--- src/rtl/spectro_rx_pkg.sv ---
// Shared state encoding and default geometry for the spectrometer frame receiver.
package spectro_rx_pkg;

  localparam int DEF_RTC_W      = 30;
  localparam int DEF_DATA_W     = 16;
  localparam int DEF_FIFO_DEPTH = 4;
  localparam int DEF_MAX_WORDS  = 400;

  typedef enum logic [2:0] {
    ST_ARMWAIT = 3'd0,
    ST_IDLE    = 3'd1,
    ST_RTC     = 3'd2,
    ST_DATA    = 3'd3,
    ST_END     = 3'd4
  } rx_state_e;

endpackage

--- src/rtl/spectro_frame_rx_if.sv ---
// Serial link from the transmitter plus the word stream toward the consumer.
interface spectro_frame_rx_if
  import spectro_rx_pkg::*;
#(
  parameter int DATA_W = DEF_DATA_W
);
  logic              s_frame;
  logic              s_sel;
  logic              s_valid;
  logic              s_data;
  logic [DATA_W-1:0] word_out;
  logic              word_valid;
  logic              word_ready;

  modport master (
    output s_frame, s_sel, s_valid, s_data, word_ready,
    input  word_out, word_valid
  );

  modport slave (
    input  s_frame, s_sel, s_valid, s_data, word_ready,
    output word_out, word_valid
  );
endinterface

--- src/rtl/rx_word_fifo.sv ---
// Synchronous word buffer; push into a full buffer succeeds only with a same-cycle pop.
module rx_word_fifo
  import spectro_rx_pkg::*;
#(
  parameter int DATA_W = DEF_DATA_W,
  parameter int DEPTH  = DEF_FIFO_DEPTH
) (
  input  logic              clk,
  input  logic              reset,
  input  logic              push,
  input  logic [DATA_W-1:0] din,
  input  logic              pop,
  output logic [DATA_W-1:0] dout,
  output logic              full,
  output logic              empty
);
  localparam int AW = $clog2(DEPTH);

  logic [DATA_W-1:0] mem [DEPTH];
  logic [AW:0]       wr_ptr;
  logic [AW:0]       rd_ptr;
  logic              do_push;
  logic              do_pop;

  assign empty   = (wr_ptr == rd_ptr);
  assign full    = (wr_ptr[AW] != rd_ptr[AW]) && (wr_ptr[AW-1:0] == rd_ptr[AW-1:0]);
  assign do_pop  = pop && !empty;
  assign do_push = push && (!full || do_pop);
  // Empty reads as zero so the head word has a defined value out of reset.
  assign dout    = empty ? '0 : mem[rd_ptr[AW-1:0]];

  // Pointer update; extra MSB distinguishes full from empty.
  always_ff @(posedge clk or posedge reset) begin
    if (reset) begin
      wr_ptr <= '0;
      rd_ptr <= '0;
    end else begin
      if (do_push) wr_ptr <= wr_ptr + (AW+1)'(1);
      if (do_pop)  rd_ptr <= rd_ptr + (AW+1)'(1);
    end
  end

  // Storage write, no reset needed since reads are gated by empty.
  always_ff @(posedge clk) begin
    if (do_push) mem[wr_ptr[AW-1:0]] <= din;
  end
endmodule

--- src/rtl/spectro_frame_rx.sv ---
// Spectrometer frame receiver: deserialises timestamp and memory words from a
// bit-serial link and buffers words for a ready/valid consumer.
//
// state   | meaning
// ARMWAIT | after reset or sequence error; wait for s_frame low
// IDLE    | between frames; waiting for a frame start in timestamp section
// RTC     | shifting in RTC_W timestamp bits
// DATA    | assembling DATA_W-bit words, gaps allowed
// END     | pulse frame_done and publish the word count
module spectro_frame_rx
  import spectro_rx_pkg::*;
#(
  parameter int RTC_W      = DEF_RTC_W,
  parameter int DATA_W     = DEF_DATA_W,
  parameter int FIFO_DEPTH = DEF_FIFO_DEPTH,
  parameter int MAX_WORDS  = DEF_MAX_WORDS
) (
  input  logic             clk,
  input  logic             reset,
  spectro_frame_rx_if.slave bus,
  output logic [RTC_W-1:0] rtc_out,
  output logic             rtc_valid,
  output logic             frame_done,
  output logic [8:0]       frame_words,
  output logic             err_short_rtc,
  output logic             err_partial,
  output logic             err_overflow,
  output logic             err_seq,
  output logic             busy
);
  localparam int CNT_MAX = (RTC_W > DATA_W) ? RTC_W : DATA_W;
  localparam int CNT_W   = $clog2(CNT_MAX + 1);

  rx_state_e         state;
  logic [CNT_W-1:0]  bit_cnt;
  logic [RTC_W-2:0]  rtc_sh;
  logic [DATA_W-2:0] word_sh;
  logic [8:0]        word_cnt;
  logic              push_q;
  logic [DATA_W-1:0] push_word;
  logic [DATA_W-1:0] fifo_dout;
  logic              fifo_full;
  logic              fifo_empty;
  logic              overflow;

  // Full implies non-empty, so word_ready alone means the pop will happen.
  assign overflow       = push_q && fifo_full && !bus.word_ready;
  assign bus.word_valid = !fifo_empty;
  assign bus.word_out   = fifo_dout;
  assign busy           = (state == ST_RTC) || (state == ST_DATA) || (state == ST_END);

  rx_word_fifo #(
    .DATA_W (DATA_W),
    .DEPTH  (FIFO_DEPTH)
  ) u_fifo (
    .clk   (clk),
    .reset (reset),
    .push  (push_q),
    .din   (push_word),
    .pop   (bus.word_ready),
    .dout  (fifo_dout),
    .full  (fifo_full),
    .empty (fifo_empty)
  );

  // Frame sequencing, deserialisation and registered status outputs.
  always_ff @(posedge clk or posedge reset) begin
    if (reset) begin
      state         <= ST_ARMWAIT;
      bit_cnt       <= '0;
      rtc_sh        <= '0;
      word_sh       <= '0;
      word_cnt      <= '0;
      push_q        <= 1'b0;
      push_word     <= '0;
      rtc_out       <= '0;
      rtc_valid     <= 1'b0;
      frame_done    <= 1'b0;
      frame_words   <= '0;
      err_short_rtc <= 1'b0;
      err_partial   <= 1'b0;
      err_overflow  <= 1'b0;
      err_seq       <= 1'b0;
    end else begin
      rtc_valid  <= 1'b0;
      frame_done <= 1'b0;
      push_q     <= 1'b0;
      if (overflow) err_overflow <= 1'b1;
      case (state)
        ST_ARMWAIT: begin
          if (!bus.s_frame) state <= ST_IDLE;
        end
        ST_IDLE: begin
          if (bus.s_frame) begin
            if (!bus.s_sel) begin
              state         <= ST_RTC;
              bit_cnt       <= '0;
              word_cnt      <= '0;
              err_short_rtc <= 1'b0;
              err_partial   <= 1'b0;
              err_overflow  <= 1'b0;
              err_seq       <= 1'b0;
            end else begin
              err_seq <= 1'b1;
              state   <= ST_ARMWAIT;
            end
          end
        end
        ST_RTC: begin
          if (!bus.s_frame) begin
            err_short_rtc <= 1'b1;
            state         <= ST_END;
          end else if (bus.s_valid) begin
            rtc_sh <= {rtc_sh[RTC_W-3:0], bus.s_data};
            if (bit_cnt == CNT_W'(RTC_W - 1)) begin
              rtc_out   <= {rtc_sh, bus.s_data};
              rtc_valid <= 1'b1;
              bit_cnt   <= '0;
              state     <= ST_DATA;
            end else begin
              bit_cnt <= bit_cnt + 1'b1;
            end
          end
        end
        ST_DATA: begin
          if (!bus.s_frame) begin
            if (bit_cnt != '0) err_partial <= 1'b1;
            bit_cnt <= '0;
            state   <= ST_END;
          end else if (bus.s_valid) begin
            if (bus.s_sel) begin
              word_sh <= {word_sh[DATA_W-3:0], bus.s_data};
              if (bit_cnt == CNT_W'(DATA_W - 1)) begin
                push_q    <= 1'b1;
                push_word <= {word_sh, bus.s_data};
                bit_cnt   <= '0;
                if (word_cnt < 9'(MAX_WORDS)) word_cnt <= word_cnt + 1'b1;
              end else begin
                bit_cnt <= bit_cnt + 1'b1;
              end
            end else begin
              err_seq <= 1'b1;
            end
          end
        end
        ST_END: begin
          frame_done  <= 1'b1;
          frame_words <= word_cnt;
          state       <= ST_IDLE;
        end
        default: state <= ST_ARMWAIT;
      endcase
    end
  end
endmodule

--- src/flat_wrapper.sv ---
// flat-port wrapper written by rule: the top's interface ports become plain ports
module spectro_frame_rx_flat import spectro_rx_pkg::*;
#(
  parameter int RTC_W      = DEF_RTC_W,
  parameter int DATA_W     = DEF_DATA_W,
  parameter int FIFO_DEPTH = DEF_FIFO_DEPTH,
  parameter int MAX_WORDS  = DEF_MAX_WORDS
)
  (clk, reset, rtc_out, rtc_valid, frame_done, frame_words, err_short_rtc, err_partial, err_overflow, err_seq, busy, bus_s_frame, bus_s_sel, bus_s_valid, bus_s_data, bus_word_ready, bus_word_out, bus_word_valid);
  spectro_frame_rx_if #(.DATA_W(DATA_W)) bus_i ();
  input  logic clk;
  input  logic reset;
  output logic [RTC_W-1:0] rtc_out;
  output logic rtc_valid;
  output logic frame_done;
  output logic [8:0] frame_words;
  output logic err_short_rtc;
  output logic err_partial;
  output logic err_overflow;
  output logic err_seq;
  output logic busy;
  input wire logic [$bits(bus_i.s_frame)-1:0] bus_s_frame;
  input wire logic [$bits(bus_i.s_sel)-1:0] bus_s_sel;
  input wire logic [$bits(bus_i.s_valid)-1:0] bus_s_valid;
  input wire logic [$bits(bus_i.s_data)-1:0] bus_s_data;
  input wire logic [$bits(bus_i.word_ready)-1:0] bus_word_ready;
  output wire logic [$bits(bus_i.word_out)-1:0] bus_word_out;
  output wire logic [$bits(bus_i.word_valid)-1:0] bus_word_valid;
  assign bus_i.s_frame = bus_s_frame;
  assign bus_i.s_sel = bus_s_sel;
  assign bus_i.s_valid = bus_s_valid;
  assign bus_i.s_data = bus_s_data;
  assign bus_i.word_ready = bus_word_ready;
  assign bus_word_out = bus_i.word_out;
  assign bus_word_valid = bus_i.word_valid;
  spectro_frame_rx #(.RTC_W(RTC_W), .DATA_W(DATA_W), .FIFO_DEPTH(FIFO_DEPTH), .MAX_WORDS(MAX_WORDS)) u_core (.clk(clk), .reset(reset), .bus(bus_i), .rtc_out(rtc_out), .rtc_valid(rtc_valid), .frame_done(frame_done), .frame_words(frame_words), .err_short_rtc(err_short_rtc), .err_partial(err_partial), .err_overflow(err_overflow), .err_seq(err_seq), .busy(busy));
endmodule
--- config.mk ---
export PLATFORM = sky130hd
export DESIGN_NAME = spectro_frame_rx_flat
export DESIGN_NICKNAME = d
export VERILOG_FILES = /design/src/rtl/spectro_rx_pkg.sv /design/src/rtl/spectro_frame_rx_if.sv /design/src/rtl/rx_word_fifo.sv /design/src/rtl/spectro_frame_rx.sv /design/src/flat_wrapper.sv
export SDC_FILE = /design/constraint.sdc
export NUM_CORES = 1
export LEC_CHECK = 0
export ABC_AREA = 1
export CAP_MARGIN = 20
export CORE_MARGIN = 4
export CORE_UTILIZATION = 55
export DETAILED_ROUTE_END_ITERATION = 10
export GPL_TIMING_DRIVEN = 0
export PLACE_DENSITY_LB_ADDON = 0.05
export SKIP_LAST_GASP = 1
export SLEW_MARGIN = 40
export SYNTH_ARGS = -nofsm -noshare
export SYNTH_HDL_FRONTEND = slang
export SYNTH_SLANG_ARGS = --single-unit
--- constraint.sdc ---
create_clock -name clk -period 5 [get_ports clk]
set_clock_uncertainty 0.05 [all_clocks]
set_input_delay 1.25 -clock clk [delete_from_list [all_inputs] [get_ports clk]]
set_output_delay 1.25 -clock clk [all_outputs]
set_load 0.02 [all_outputs]
==> impl_metrics.yaml, run 1 <==
worst_setup_path:
  reg2reg_slack_ns: 2.78
  startpoint_type: "flop"
  cpMostUsedCell: "inv_1"
  endpoint: "bus_word_out[2]"
  max_stage_delay_ns: 0.59
  reg2reg_to: "u_core.u_fifo.mem[3][2]"
  path_delay_family: "buffers and inverters"
  critPathArrivalTime_ns: 2.64
  crit_required_ns: 3.70
  slowest_stage: "clkdlybuf4s50_1"
  critPathMaxFanout: 10
  reg2reg_depth: 6
  crit_buf_inv: 5
  path_cells: "buf_2 -> inv_1 -> clkbuf_1 -> nor2_1 -> o21ai_0 -> nand2_1 -> inv_1 -> clkdlybuf4s50_1"
  crit_path_start: "u_core.u_fifo.rd_ptr[0]"
  r2r_start: "u_core.u_fifo.rd_ptr[0]"
  crit_cells: 8
  critPathKind: "flop to output port"
  cp-end-kind: "output port"
sta:
  rsz0062_at_grt: "false"
  finalCritPeriodShare_pct: 78.7
  slew_headroom_pct: 61.5
  tightest_slew_ns: 0.577
  tns_ns: 0
  hold_viol_final: 0
  fmax_mhz: 254
  period_needed_ns: 3.94
  maxSlewViolCount: 0
  setup_viol: 0
  worst_slack_ns: 1.06
yosys:
  syn_area_um2: 8200
  ys_types: 30
  synth_top_cell_area_share_pct: 39.4
  ys_warn_count: 0
  ys_top_cells_by_count: "nand2_1, dfrtp_1, o21ai_0, inv_1, nor2_1"
  synthTopCellsByArea: "dfrtp_1, edfxtp_1, nand2_1"
  yosysSeqAreaShare_pct: 62.8
  yosysTopAreaCell: "dfrtp_1"
  synth_flop_cell: "dfrtp_1"
  synth.most_common_cell: "nand2_1"
  synth_area_per_cell_um2: 9.61
  async_reset_ff_share_pct: 66.8
  syn_nets: 871
  syn_inst: 853
  synth_edf_count: 64
  ys_ff_latch: 193
placement:
  port_buffers: 69
  hpwl_mm: 11.6
  gp_congestion: 0.873
  post-place-ws_ns: 1.49
routing:
  ant_nets: 0
  dr.pass1.iters: 5
  drt_first_iter_violations: 400
  avgRoutedWirePerCell_um: 14.6
  drt-vias-per-instance: 5.16
  vias: 5879
  routed_wl_mm: 16.7
  drc: 0
flow_run:
  timing.max_cap.violations: 0
floorplan:
  pin_count: 70
  dieArea_um2: 16900
  die_y_um: 130
  die_w_um: 130
  rows: 44
  initial_core_util_pct: 56.2
  core_region_area_um2: 14600
power:
  irDropWorstVdd_mv: 0.250
  p_leak_nw: 4.32
  power_density_nw_per_um2: 487
cts:
  clk_path_buf_depth: 2
  cts-htree-levels: 4
  cts.sinks: 193
  clkTransAtPathRegs_ns: 0.07
  cts_tree: "yes"
  cts_buffers: 17
  postCtsSetupRepairBufs: 0
  cts-resized-gates: 0
  clock_latency_ns: 0.43
  root_buffer: "clkbuf_16"
  cts_hold_buf: 0
finish:
  multiInputGateArea_um2: 2490
  syn_to_final_growth_pct: 19.3
  diodes: 0
  drive_gt1_share_pct: 9.32
  fill_cells: 1153
  regArea_um2: 5150
  final_nets: 960
global_route:
  grt_pass1_wl_mm: 28.3
  grt_pass1_vias: 5828
  antenna_found_initial: 0
  grt_max_degree: 74
  overflow: 0
  grt_use_total_pct: 21.2
run_status:
  status: "finished clean"
min_path:
  worst_hold_path_type: "flop to flop"
==> state kept, by name (all words and copies together), names as in the netlist <==
register              flops
u_core.bit_cnt            5
u_core.rtc_out           30
u_core.err_short_rtc      1
u_core.u_fifo.wr_ptr      3
u_core.frame_done         1
u_core.word_sh           15
u_core.err_overflow       1
u_core.push_word         16
u_core.word_cnt           9
u_core.u_fifo.rd_ptr      3
u_core.err_partial        1
u_core.frame_words        9
u_core.rtc_sh            29
u_core.err_seq            1
u_core.rtc_valid          1
u_core.push_q             1
u_core.state              3
u_core.u_fifo.mem        64
==> worst register-to-register path, cell delays in order (launching register included) <==
cell and delay, ns:
dfrtp_1 0.35, buf_2 0.22, xor2_1 0.17, nor2_1 0.08, nand2_1 0.13, nand2_1 0.29, nor2_4 0.56
==> worst min-delay path by stage <==
stage                                     start                     to  slack [ns]  depth (start not counted)
after detailed placement      u_core.rtc_sh[28]     u_core.rtc_out[29]        0.41                          2
after CTS                 u_core.frame_words[1]  u_core.frame_words[1]        0.43                          2
final                     u_core.frame_words[1]  u_core.frame_words[1]        0.42                          2
after global routing         u_core.word_sh[11]     u_core.word_sh[11]        0.45                          2
after global placement    u_core.frame_words[1]  u_core.frame_words[1]        0.41                          2
after floorplan               u_core.rtc_sh[28]     u_core.rtc_out[29]        0.39                          2
==> cell families (layout without fill, tap and decap cells) <==
| family | after synthesis | after routing | share of synthesized area, % |
|---|---|---|---|
| xor+xnor | 6 | 6 | 0.641 |
| flops | 193 | 193 | 62.8 |
| fa+ha+maj | 11 | 11 | 1.68 |
| buf+inv | 140 | 242 | 7.17 |
| compound gates | 166 | 166 | 10.6 |
| simple gates | 337 | 337 | 17.1 |
==> cells in the final DEF, fill, tap and decap left out, types with 2 or more instances in the layout <==
| cell type | n |
|---|---|
| o21ai_2 | 9 |
| clkinv_1 | 2 |
| a21oi_1 | 2 |
| o21ai_0 | 100 |
| o21ai_1 | 53 |
| nand2_1 | 207 |
| clkdlybuf4s50_1 | 69 |
| buf_6 | 5 |
| bufinv_16 | 2 |
| clkbuf_2 | 2 |
| nand4_1 | 3 |
| nand3_1 | 41 |
| edfxtp_1 | 64 |
| nor2_4 | 6 |
| dfrtp_1 | 129 |
| nor2_2 | 4 |
| nor2_1 | 68 |
| ha_1 | 11 |
| clkbuf_16 | 17 |
| inv_8 | 3 |
| inv_1 | 96 |
| xor2_1 | 5 |
| nand2_2 | 3 |
| inv_2 | 6 |
| inv_6 | 5 |
| buf_2 | 18 |
| clkbuf_1 | 11 |
==> routing by layer <==
layer  GRT usage, %  up-vias  routed length (µm)
met5              0        -                   0
met2           34.0      119                8030
met3           5.16       24                 792
li1               -     2929                   -
met1           28.7     2807                7590
met4           6.60        0                 238
==> through the flow <==
step	cells	cell area, µm²	power, mW	hold WS (ns)	util [%]
after floorplan	853	8200	2.89	0.391	-
after global placement	1106	9120	3.40	0.406	62.5
after detailed placement	1107	9190	3.44	0.415	63.0
after CTS	1139	9780	4.80	0.429	67.0
after global routing	1139	9780	5.07	0.455	67.0
final	1139	9780	4.76	0.423	67.0
==> report_power, final <==
| part | leakage [nW] | switching, mW | internal [mW] |
|---|---|---|---|
| combinational | 1.64 | 0.909 | 0.570 |
| sequential | 2.39 | 0.124 | 1.80 |
| clock | 0.287 | 0.611 | 0.752 |
| total | 4.32 | 1.64 | 3.12 |
==> area by class of cell <==
class                   count  area share, %
clock buffers              17           4.35
plain buffers              37           2.06
inverters                 103           4.03
multi-input cells         520           25.5
flip-flops and latches    193           52.6
repair buffers             70           7.34
clock inverters            15           1.75
well taps                 184           2.35
Note: power is estimated with default switching activity, not from simulation.
==> inputs of run 2 (changes only) <==
clock period = 4 ns   (was 5 ns; I/O delays follow)
==> impl_metrics.yaml, run 2 (synthesis gave the netlist of run 1 again) <==
run_status:
  status: "finished clean"
placement:
  port_buffers: 69
  gp_congestion: 0.867
  hpwl_mm: 11.8
  post-place-ws_ns: 0.786
  dpl-instance-area_um2: 9280
floorplan:
  core_region_area_um2: 14600
  rows: 44
  die_w_um: 130
  initial_core_util_pct: 56.2
  dieArea_um2: 16900
  pin_count: 70
  die_y_um: 130
sta:
  worst_slack_ns: 0.321
  hold_viol_final: 0
  fmax_mhz: 272
  rsz0062_at_grt: "false"
  slew_headroom_pct: 60.3
  setup_viol: 0
  period_needed_ns: 3.68
  tightest_slew_ns: 0.594
  hold_ws_ns: 0.428
  tns_ns: 0
  maxSlewViolCount: 0
  finalCritPeriodShare_pct: 92.0
worst_setup_path:
  critPathArrivalTime_ns: 2.63
  cp-end-kind: "output port"
  crit_required_ns: 2.95
  reg2reg_depth: 6
  startpoint_type: "flop"
  reg2reg_slack_ns: 1.75
  path_cells: "buf_2 -> inv_1 -> clkbuf_1 -> nor2_1 -> o21ai_0 -> nand2_1 -> inv_1 -> clkdlybuf4s50_1"
  reg2reg_to: "u_core.u_fifo.mem[3][4]"
  slowest_stage: "clkdlybuf4s50_1"
  max_stage_delay_ns: 0.59
  cpMostUsedCell: "inv_1"
  r2r_start: "u_core.u_fifo.rd_ptr[1]"
  critPathMaxFanout: 10
  critPathKind: "flop to output port"
cts:
  root_buffer: "clkbuf_16"
  cts.sinks: 193
  cts_tree: "yes"
  clkTransAtPathRegs_ns: 0.07
  clock_latency_ns: 0.43
  clk_path_buf_depth: 2
  cts-htree-levels: 4
  postCtsSetupRepairBufs: 0
  cts_hold_buf: 0
  cts_buffers: 17
  cts-resized-gates: 0
finish:
  final_nets: 964
  finalInstanceArea_um2: 9850
  syn_to_final_growth_pct: 20.2
  final_common_cell: "nand2_1"
  largest_reg_flops: 64
  drive_gt1_share_pct: 9.70
  final_cell_mix: "nand2_1, dfrtp_1, o21ai_0"
  final_util_pct: 67.5
  fill_cells: 1143
  diodes: 0
routing:
  vias: 5946
  drt-vias-per-instance: 5.20
  ant_nets: 0
  avgRoutedWirePerCell_um: 14.9
  drt_first_iter_violations: 343
  drc: 0
  dr.pass1.iters: 5
  routed_wl_mm: 17.1
power:
  power_density_nw_per_um2: 603
  p_leak_nw: 4.36
  irDropWorstVdd_mv: 0.339
min_path:
  worst_hold_path_type: "flop to flop"
  whs_endpoint: "u_core.push_word[15]"
  min-delay-start: "u_core.word_sh[14]"
  min_delay_path_depth: 2
global_route:
  grt_pass1_vias: 5897
  grt_use_total_pct: 21.7
  grt_pass1_wl_mm: 28.9
  grt_max_degree: 28
  antenna_found_initial: 0
  overflow: 0
flow_run:
  timing.max_cap.violations: 0
## run 2: cell count changes in the layout (fill, tap and decap cells not counted), moves of 2 or more
cell	previous run	this run
clkbuf_8	0	2
buf_12	0	2
clkbuf_1	11	13
buf_16	1	3
clkinv_1	2	0
clkinv_2	0	2
## run 2: power by group
part / internal, mW / switching (mW)
registers: 2.25 / 0.153
clock network: 0.910 / 0.752
logic: 0.722 / 1.15
## run 2: how the worst max path moves through the flow
| stage | from | to |
|---|---|---|
| after global placement | reset | u_core.push_word[7] |
| after detailed placement | u_core.u_fifo.rd_ptr[0] | bus_word_out[0] |
| after global routing | u_core.u_fifo.rd_ptr[0] | bus_word_out[2] |
| after CTS | u_core.u_fifo.rd_ptr[0] | bus_word_out[0] |
| final | u_core.u_fifo.rd_ptr[0] | bus_word_out[0] |
| after floorplan | reset | u_core.bit_cnt[0] |
## run 2: critical path, delay by kind of cell (launching register included)
| family | cells | cell delay (ns) |
|---|---|---|
| DFF | 1 | 0.38 |
| AOI/OAI and AO/OA | 1 | 0.23 |
| and+or+nand+nor | 2 | 0.14 |
| buffers and inverters | 5 | 1.43 |
## run 2: layout make-up
class | count | area, µm² | area share [%]
multi-input combinational | 520 | 2490 | 25.3
inverter | 103 | 390 | 3.96
timing repair buffer | 74 | 813 | 8.26
tap | 184 | 230 | 2.34
sequential | 193 | 5150 | 52.3
clock inverter | 11 | 115 | 1.17
buffer | 37 | 201 | 2.04
clock buffer | 21 | 460 | 4.67
## run 2: per-layer routing
layer	routed length, µm	GRT usage [%]
met3	810	6.59
met4	276	6.42
met1	7660	28.7
met2	8320	35.0
met5	0	0
## run 2: stage by stage
stage                     std cells  total power [mW]
after floorplan                 853              3.61
after global placement         1106              4.25
after detailed placement       1111              4.31
after CTS                      1143              5.98
after global routing           1143              6.33
final                          1143              5.94
==> inputs of run 3 (changes only) <==
--- a/config.mk
+++ b/config.mk
@@ -10,6 +10,8 @@
 export CORE_MARGIN = 4
 export CORE_UTILIZATION = 55
+export CTS_CLUSTER_SIZE = 12
 export DETAILED_ROUTE_END_ITERATION = 10
 export GPL_TIMING_DRIVEN = 0
+export HOLD_SLACK_MARGIN = 0.08
 export PLACE_DENSITY_LB_ADDON = 0.05
 export SKIP_LAST_GASP = 1
==> constraint.sdc (replaced) <==
create_clock -name clk -period 4 [get_ports clk]
set_clock_uncertainty 0.05 [all_clocks]
set_input_delay 0.8 -clock clk [delete_from_list [all_inputs] [get_ports clk]]
set_output_delay 0.8 -clock clk [all_outputs]
set_load 0.02 [all_outputs]
==> results of run 3 <==
Same layout as run 2 (identical final DEF). Status: finished clean.
Main changes from that run: setup slack after placement 0.786 ns -> 0.986 ns; setup slack after layout 0.321 ns -> 0.521 ns
